==> src/rtl/jtbubl_snd_pkg.sv <==
// Shared types and constants for the jtbubl sound mixer.
// The optional low-pass stage is enabled with `define JTBUBL_SND_LPF_EN.
package jtbubl_snd_pkg;

    localparam int ACC_W   = 26;
    localparam int PSG_MID = 512;
    localparam int SAT_MAX = 32767;
    localparam int SAT_MIN = -32768;

    typedef enum logic [2:0] {
        ST_IDLE,
        ST_MAC0,
        ST_MAC1,
        ST_MAC2,
        ST_MASTER,
        ST_SAT,
        ST_FILT
    } state_t;

    typedef struct packed {
        logic [15:0] fm;
        logic [15:0] opn;
        logic [9:0]  psg;
        logic        en_fm;
        logic        en_psg;
        logic [1:0]  fxlevel;
    } mix_in_t;

    // Master gain in Q3: 0.5 / 0.75 / 1.0 / 1.5
    function automatic logic [3:0] fx_gain(input logic [1:0] sel);
        logic [3:0] g;
        case (sel)
            2'd0:    g = 4'd4;
            2'd1:    g = 4'd6;
            2'd2:    g = 4'd8;
            default: g = 4'd12;
        endcase
        return g;
    endfunction

endpackage

==> src/rtl/jtbubl_snd_lpf.sv <==
// First-order low-pass stage y += (x - y) >>> 2, updated only while en is high.
// Instantiated by jtbubl_snd_mix when JTBUBL_SND_LPF_EN is defined.
module jtbubl_snd_lpf (
    input  logic               clk,
    input  logic               rst,
    input  logic               en,
    input  logic signed [15:0] x,
    output logic signed [15:0] y
);

    logic signed [15:0] y_q, y_d;
    logic signed [16:0] diff;

    // The step always moves y toward x, so the sum cannot leave 16-bit range
    always_comb begin
        diff = 17'(x) - 17'(y_q);
        y_d  = y_q;
        if (en) begin
            y_d = y_q + 16'(diff >>> 2);
        end
    end

    always_ff @(posedge clk) begin
        if (rst) begin
            y_q <= '0;
        end else begin
            y_q <= y_d;
        end
    end

    assign y = y_q;

endmodule

==> src/rtl/jtbubl_snd_mix.sv <==
// Serial MAC mixer for YM3526 FM, YM2203 FM and YM2203 PSG with master gain and saturation.
// Define JTBUBL_SND_LPF_EN to add the FILT state and the jtbubl_snd_lpf output filter.
module jtbubl_snd_mix
    import jtbubl_snd_pkg::*;
#(
    parameter logic [7:0] FM_GAIN  = 8'h10,
    parameter logic [7:0] OPN_GAIN = 8'h10,
    parameter logic [7:0] PSG_GAIN = 8'h08
) (
    input  logic               clk,
    input  logic               rst,
    input  logic               sample_in,
    input  logic signed [15:0] fm_snd,
    input  logic signed [15:0] opn_fm,
    input  logic [9:0]         opn_psg,
    input  logic               enable_fm,
    input  logic               enable_psg,
    input  logic [1:0]         fxlevel,
    output logic signed [15:0] snd,
    output logic               sample,
    output logic               busy,
    output logic               overrun
);

    state_t                   state_q, state_d;
    logic                     start_q, start_d;
    mix_in_t                  work_q, work_d;
    mix_in_t                  pend_q, pend_d;
    logic                     pv_q, pv_d;
    logic                     ovr_q, ovr_d;
    logic signed [ACC_W-1:0]  acc_q, acc_d;
    logic                     sample_q, sample_d;

    mix_in_t                  in_now;
    logic                     busy_any;
    logic                     take_pend;
    logic [9:0]               psg_diff;
    logic signed [15:0]       fm_ch, opn_ch, psg_ch, mac_ch;
    logic [7:0]               mac_gain;
    logic signed [24:0]       mac_prod;
    logic signed [21:0]       acc_sh;
    logic signed [26:0]       master_prod;
    logic signed [15:0]       sat_val;

`ifdef JTBUBL_SND_LPF_EN
    logic signed [15:0]       sat_q, sat_d;
    logic signed [15:0]       lpf_y;
`else
    logic signed [15:0]       snd_q, snd_d;
`endif

    assign in_now = '{fm: fm_snd, opn: opn_fm, psg: opn_psg,
                      en_fm: enable_fm, en_psg: enable_psg, fxlevel: fxlevel};

    // start_q marks the cycle between capture and MAC0; the FSM is already committed then
    assign busy_any  = (state_q != ST_IDLE) || start_q;
    assign take_pend = (state_q == ST_IDLE) && !start_q && pv_q;

    always_comb begin
        psg_diff = work_q.psg - 10'(PSG_MID);
        fm_ch    = work_q.en_fm  ? $signed(work_q.fm)  : 16'sd0;
        opn_ch   = work_q.en_fm  ? $signed(work_q.opn) : 16'sd0;
        psg_ch   = work_q.en_psg ? $signed({psg_diff, 6'b0}) : 16'sd0;
        mac_ch   = fm_ch;
        mac_gain = FM_GAIN;
        case (state_q)
            ST_MAC1: begin
                mac_ch   = opn_ch;
                mac_gain = OPN_GAIN;
            end
            ST_MAC2: begin
                mac_ch   = psg_ch;
                mac_gain = PSG_GAIN;
            end
            default: ;
        endcase
        mac_prod    = mac_ch * $signed({1'b0, mac_gain});
        acc_sh      = acc_q[ACC_W-1:4];
        master_prod = acc_sh * $signed({1'b0, fx_gain(work_q.fxlevel)});
        if (acc_q > ACC_W'(SAT_MAX)) begin
            sat_val = 16'(SAT_MAX);
        end else if (acc_q < ACC_W'(SAT_MIN)) begin
            sat_val = 16'(SAT_MIN);
        end else begin
            sat_val = acc_q[15:0];
        end
    end

    always_comb begin
        state_d  = state_q;
        start_d  = 1'b0;
        work_d   = work_q;
        pend_d   = pend_q;
        pv_d     = pv_q;
        ovr_d    = ovr_q;
        acc_d    = acc_q;
        sample_d = 1'b0;
`ifdef JTBUBL_SND_LPF_EN
        sat_d    = sat_q;
`else
        snd_d    = snd_q;
`endif
        case (state_q)
            ST_IDLE: begin
                if (start_q) begin
                    state_d = ST_MAC0;
                    acc_d   = '0;
                end else if (pv_q) begin
                    work_d  = pend_q;
                    pv_d    = 1'b0;
                    start_d = 1'b1;
                end else if (sample_in) begin
                    work_d  = in_now;
                    start_d = 1'b1;
                end
            end
            ST_MAC0: begin
                acc_d   = acc_q + ACC_W'(mac_prod);
                state_d = ST_MAC1;
            end
            ST_MAC1: begin
                acc_d   = acc_q + ACC_W'(mac_prod);
                state_d = ST_MAC2;
            end
            ST_MAC2: begin
                acc_d   = acc_q + ACC_W'(mac_prod);
                state_d = ST_MASTER;
            end
            ST_MASTER: begin
                acc_d   = ACC_W'(master_prod >>> 3);
                state_d = ST_SAT;
            end
`ifdef JTBUBL_SND_LPF_EN
            ST_SAT: begin
                sat_d   = sat_val;
                state_d = ST_FILT;
            end
            ST_FILT: begin
                sample_d = 1'b1;
                state_d  = ST_IDLE;
            end
`else
            ST_SAT: begin
                snd_d    = sat_val;
                sample_d = 1'b1;
                state_d  = ST_IDLE;
            end
`endif
            default: state_d = ST_IDLE;
        endcase
        // A strobe in the pending-load cycle refills the buffer without counting as an overrun
        if (sample_in && (busy_any || take_pend)) begin
            pend_d = in_now;
            pv_d   = 1'b1;
            if (pv_q && !take_pend) begin
                ovr_d = 1'b1;
            end
        end
    end

    always_ff @(posedge clk) begin
        if (rst) begin
            state_q  <= ST_IDLE;
            start_q  <= 1'b0;
            work_q   <= '0;
            pend_q   <= '0;
            pv_q     <= 1'b0;
            ovr_q    <= 1'b0;
            acc_q    <= '0;
            sample_q <= 1'b0;
`ifdef JTBUBL_SND_LPF_EN
            sat_q    <= '0;
`else
            snd_q    <= '0;
`endif
        end else begin
            state_q  <= state_d;
            start_q  <= start_d;
            work_q   <= work_d;
            pend_q   <= pend_d;
            pv_q     <= pv_d;
            ovr_q    <= ovr_d;
            acc_q    <= acc_d;
            sample_q <= sample_d;
`ifdef JTBUBL_SND_LPF_EN
            sat_q    <= sat_d;
`else
            snd_q    <= snd_d;
`endif
        end
    end

`ifdef JTBUBL_SND_LPF_EN
    jtbubl_snd_lpf u_lpf (
        .clk (clk),
        .rst (rst),
        .en  (state_q == ST_FILT),
        .x   (sat_q),
        .y   (lpf_y)
    );
    assign snd = lpf_y;
`else
    assign snd = snd_q;
`endif

    assign sample  = sample_q;
    assign busy    = (state_q != ST_IDLE);
    assign overrun = ovr_q;

endmodule

==> config.mk <==
export PLATFORM = sky130hd
export DESIGN_NAME = jtbubl_snd_mix
export DESIGN_NICKNAME = d
export VERILOG_FILES = /design/src/rtl/jtbubl_snd_pkg.sv /design/src/rtl/jtbubl_snd_lpf.sv /design/src/rtl/jtbubl_snd_mix.sv
export SDC_FILE = /design/constraint.sdc
export NUM_CORES = 1
export LEC_CHECK = 0
export CAP_MARGIN = 10
export CORE_MARGIN = 4
export CORE_UTILIZATION = 55
export CTS_CLUSTER_SIZE = 40
export DETAILED_ROUTE_END_ITERATION = 16
export HOLD_SLACK_MARGIN = 0.03
export PLACE_DENSITY = 0.78
export SKIP_LAST_GASP = 1
export SYNTH_ARGS = -nofsm -noshare
export SYNTH_HDL_FRONTEND = slang
export SYNTH_SLANG_ARGS = --single-unit
==> constraint.sdc <==
create_clock -name clk -period 3.9 [get_ports clk]
set_input_delay 0.585 -clock clk [delete_from_list [all_inputs] [get_ports clk]]
set_output_delay 0.585 -clock clk [all_outputs]
set_load 0.005 [all_outputs]
After elaboration in Yosys (flattened, before gate mapping)
Index checks and enable logic that the tools add are counted.
Widths: inputs -> output; s select.
{ "word_totals": {"out_inout_bits": 19, "register_bits": 141, "in_bits": 49, "word_cells": 76} }
{ "classes": {"n_lt_le_gt_ge": 2, "addsub": 2, "n_reduce_logical": 20, "bitwise": 2, "n_mul": 2, "n_eq_ne": 9, "muxes": 20} }
{ "op_table": {"columns": ["op", "count"], "rows": [
  ["$mux 46", 2],
  ["$mux 16", 5],
  ["$pmux 26 s3", 1],
  ["$pmux 16 s2", 1],
  ["$mul 22x5->27", 1],
  ["$add 26x22->26", 1],
  ["$gt 26x16->1 const B", 1],
  ["$lt 26x16->1 const B", 1],
  ["$mux 26", 1],
  ["$mul 16x6->22", 1],
  ["$pmux 3 s5", 1],
  ["$pmux 4 s3", 1],
  ["$sub 10x10->10 const B", 1],
  ["$eq 3x2->1 const B", 2],
  ["$eq 3x3->1 const B", 2],
  ["$mux 1", 6],
  ["$reduce_and 2->1", 3],
  ["$reduce_bool 3->1", 2],
  ["$reduce_or 3->1", 2],
  ["$mux 5", 1],
  ["$logic_and 1x1->1", 4],
  ["$reduce_bool 2->1", 2],
  ["$eq 3x1->1 const B", 1],
  ["$logic_not 3->1", 1],
  ["other kinds (10)", 13]
]} }

Depth between registers and ports, before layout
{ "depth": {"depth_word": 7, "mapped_depth": 22} }

Worst setup path after synthesis
No wires, ideal clock.
{ "synth_timing": {"path_kind": "register -> register", "startpoint": "register work_q[1] in the netlist's numbering", "endpoint": "register acc_q[24]", "required_ns": 3.797, "path_stages_with_launch": 19, "arrival_time_ns": 4.118, "n_path_buf": 1, "setup_ns": 0.103, "setup_slack_ns": -0.321, "cell_sequence": "dfxtp_1 nand2b_1 clkbuf_1 and2_1 ha_1 inv_1 fa_1 inv_1 ha_1 ha_1 fa_1 a211oi_2 o211ai_2 nand3_1 o31ai_2 a311oi_1 mux2i_1 nor3_1 a2111oi_2"} }
{ "synth_between": {"elab_chain_cells": 4, "elab_cells_between_ends": 6, "classes_between": "mul: 1; eq/ne: 2; mux: 2; reduce/logical: 1"} }
{ "synth_lines": {"columns": ["item", "line_no", "text"], "rows": [
  ["start, declared", "jtbubl_snd_mix.sv:27", "mix_in_t work_q, work_d;"],
  ["start signal, assigned", "jtbubl_snd_mix.sv:179", "work_q <= work_d;"],
  ["$eq 2x2->1, or another cell as far along", "jtbubl_snd_pkg.sv:32", "case (sel)"],
  ["$pmux 4 s3 (*)", "jtbubl_snd_pkg.sv:32", null],
  ["$mul 22x5->27 (*)", "jtbubl_snd_mix.sv:79", "master_prod = acc_sh * $signed({1'b0, fx_gain(work_q.fxlevel)});"],
  ["$pmux 26 s3 (*)", "jtbubl_snd_mix.sv:103", "case (state_q)"],
  ["end signal, assigned", "jtbubl_snd_mix.sv:169", "acc_q <= '0;"],
  ["end signal, assigned", "jtbubl_snd_mix.sv:183", "acc_q <= acc_d;"],
  ["end, declared", "jtbubl_snd_mix.sv:31", "logic signed [ACC_W-1:0] acc_q, acc_d;"]
]} }
Mark *: on every way between the ends. The rest lies on a longest branch, timed or not.
A chain may end at the register's enable or synchronous reset.

Final worst setup path
{ "layout_timing": {"startpoint": "register work_q[0] in the netlist's numbering", "endpoint": "register acc_q[24]"} }
Same word-level chain as after synthesis.

==> metrics.txt <==
Global Route Usage Sum about a quarter; layout cells sized above 1 12.4%; overall routed net length between 20 and 30 mm; max cap viols 0; Synth Area in Adders 19.7%; number of buffers created by CTS 17; startpoint types register; busiest layer in global routing met2; Final Net Count 1595; PwrDens 662 mW/mm^2; Iter 0 DRT Violations approximately 540; placer congestion estimate ~0.86; r2r setup slk -0.19 ns; Placed Area 0.0118 sq mm; clock period minus worst slack 4.09 ns; Clock Tree Buf Depth 2; Placed Cells 1610; synth unique cells 68; Worst Tran Pin Value 1.01 ns; status finished with violations; PortBufs 67; Synth area leader dfxtp_1; GR Util met2 42.7%; arrival time worst endpoint between 4 and 5 ns; Post-Syn Area per Cell 8.07 sq um; post-synthesis xor/xnor area fraction 2.17%; Lkg Pwr 5.67 nW; ys flop type dfxtp_1; htree depth 4; post-synthesis register bit count 141; Syn-to-layout area delta 22.1%; antenna cells 0; clk_skew 0.0106 ns; vias per inst 5.76; Post-Synth Simple-Gate Area 18.1%; M3 GR Usage ~4.3%; critical path required time between 4 and 5 ns; commonest non-fill, non-tap cells in the layout 171 x nand2_1, 138 x dfxtp_1, 123 x inv_1, 102 x a21oi_1, 94 x ha_1; WS Path Type register to register; clock latency on the worst-skew pair 0.43 ns; asr flop ratio synth 0%; commonest non-fill, non-tap cell in the layout nand2_1; Sink Count between 100 and 150; post-synthesis cell area 0.0105 sq mm; total die area between 0.02 and 0.025 sq mm; vias in the first global route 9215; DRT antenna net count 0; hpwl dp approximately 19 mm; CTS tree built; RSZ-0062 raised after global routing true; # setup viols final 7; final cell count without fillers roughly 1700; die width 146 um; met1 usage 32.0%; main area contributors after synthesis dfxtp_1 27%, ha_1 12%, fa_1 7.4%, nand2_1 6.1%, a21oi_1 5.2%; Worst Path Max Fanout 6; failing checks setup timing; final worst slack -0.193 ns; Synth Warn # 0; Final Hold Vio Count 0; Starting Density between 50% and 60%; Worst Hold Class register to register; initial antenna violation count 0; Slew Viols, Final 0; sequential element share of the synthesized area 26.9%; main combinational cell family by area after synthesis compound AO/OA/AOI/OAI gates; CTS root buffer clkbuf_16; DRC 0; critical path cell sequence nand2b_4 -> and2_4 -> ha_4 -> inv_2 -> fa_1 -> inv_1 -> ha_1 -> ha_2 -> fa_2 -> a211oi_4 -> o211ai_2 -> nand3_2 -> o31ai_4 -> a311oi_2 -> mux2i_1 -> nor2_2 -> a2111oi_2; DR WL/cell 16.3 um; maximum clock rate 0.244 GHz; Setup Total Neg Slack -0.551 ns; final hold slack between 0.4 and 0.5 ns; Design Area, Final 0.0128 sq mm; routed via count between 9000 and 10000; I/O pins 68; largest net degree at the start of global routing 79; mux share of post-synthesis cell area 5.06%; EDFF count, synth 0; CP peak stage delay 0.47 ns; Max VDD drop 0.000544 V; first-pass GRT wire length between 40 and 50 mm; Synth Area in Compound Gates 20.7%; total grt overflow 0; Die Y 146 um; Yosys top cell area share between 20% and 30%; Syn Inst Count 1299; core area ~0.019 sq mm; Period Utilization, post-route 105%; FP Rows 50; Max transition margin 32.8%; 1st-pass router iterations 6; CP max-delay cell fa_1; Setup crit end kind register; Clock transition at path regs 0.07 ns
[worst max-delay path: cells and delay by family, from the launching register on]
kind	cells	cell delay (ns)
muxes	1	0.33
adders and majority gates	5	1.56
buffers and inverters	2	0.08
DFF	1	0.36
and+or+nand+nor	4	0.58
AOI/OAI and AO/OA	5	1.08
[power breakdown]
| part | internal (mW) | leakage, nW | switching [mW] |
|---|---|---|---|
| registers | 1.88 | 1.16 | 0.330 |
| clock network | 0.979 | 0.299 | 0.719 |
| logic | 1.89 | 4.21 | 2.68 |
| total | 4.75 | 5.67 | 3.73 |
[sequential cells by signal, indices dropped and copies added (netlist names)]
register,count
snd,16
overrun,1
start_q,1
pend_q,46
work_q,46
acc_q,26
sample,1
pv_q,1
state_q,3
[layer usage]
layer	up-vias	part of all wire, %	wire length (um)
li1	4677	-	-
met1	4514	43	11600
met2	257	49	13200
met3	55	5.1	1370
met4	0	2.8	767
met5	-	0	0
[kinds of logic (layout without fill, tap and decap cells)]
logic type,after synthesis,in the layout
AO/OA/AOI/OAI,333,333
XOR/XNOR,26,26
adder cells (fa/ha/maj),142,142
buffers and inverters,199,300
flip-flops,141,141
multiplexers,53,53
other,2,17
AND/OR/NAND/NOR,403,405
[worst paths after layout]
| check | start | cells after the start | endpoint |
|---|---|---|---|
| max | work_q[0] | 17 | acc_q[24] |
| min | snd[11] | 2 | snd[11] |
| max reg2reg | work_q[0] | 17 | acc_q[24] |
| min reg2reg | snd[11] | 2 | snd[11] |
[area by class of cell]
type,instances,area [sq um]
clock buffers,17,425
clock inverters,15,196
fillers,1493,5900
inverters,125,469
multi-input cells,976,7290
flip-flops and latches,141,2830
well taps,234,293
repair buffers,143,1300
[timing repair]
item                                    4_1_cts  5_1_grt
pin swaps                                    11       12
buffers inserted                              3        2
hold buffers                                  0        0
endpoints found under the setup margin       11       17
resized for setup                            10       39
cloned                                        3        0
[synth_stat cells, types with 5 or more instances]
master    instances
clkbuf_1         54
nand2_1         171
a21oi_1         110
and2_1           56
nor3_1           13
buf_2            16
nand3_1           6
o21bai_1          7
a211oi_1         53
xor2_1            9
xnor2_1          17
nor2_1           85
mux2i_1          53
nand3b_1          5
ha_1            103
inv_1           125
dfxtp_1         141
o21ai_0          52
a22oi_1          17
nand2b_1         20
fa_1             39
a222oi_1          5
or3_1             7
o21a_1           10
nor2b_1           8
nand4_1           8
a21o_1           23
a31oi_1           8
[through the flow]
step	worst slack (ns)	util, %	total power, mW
floorplan	0.00702	-	5.26
global placement	-0.133	63.3	6.36
detailed placement	-0.231	63.3	6.47
CTS	-0.215	67.2	8.31
global route	-0.280	68.4	9.13
finish	-0.193	68.4	8.48
No activity file was read; power rests on OpenSTA's default activity.
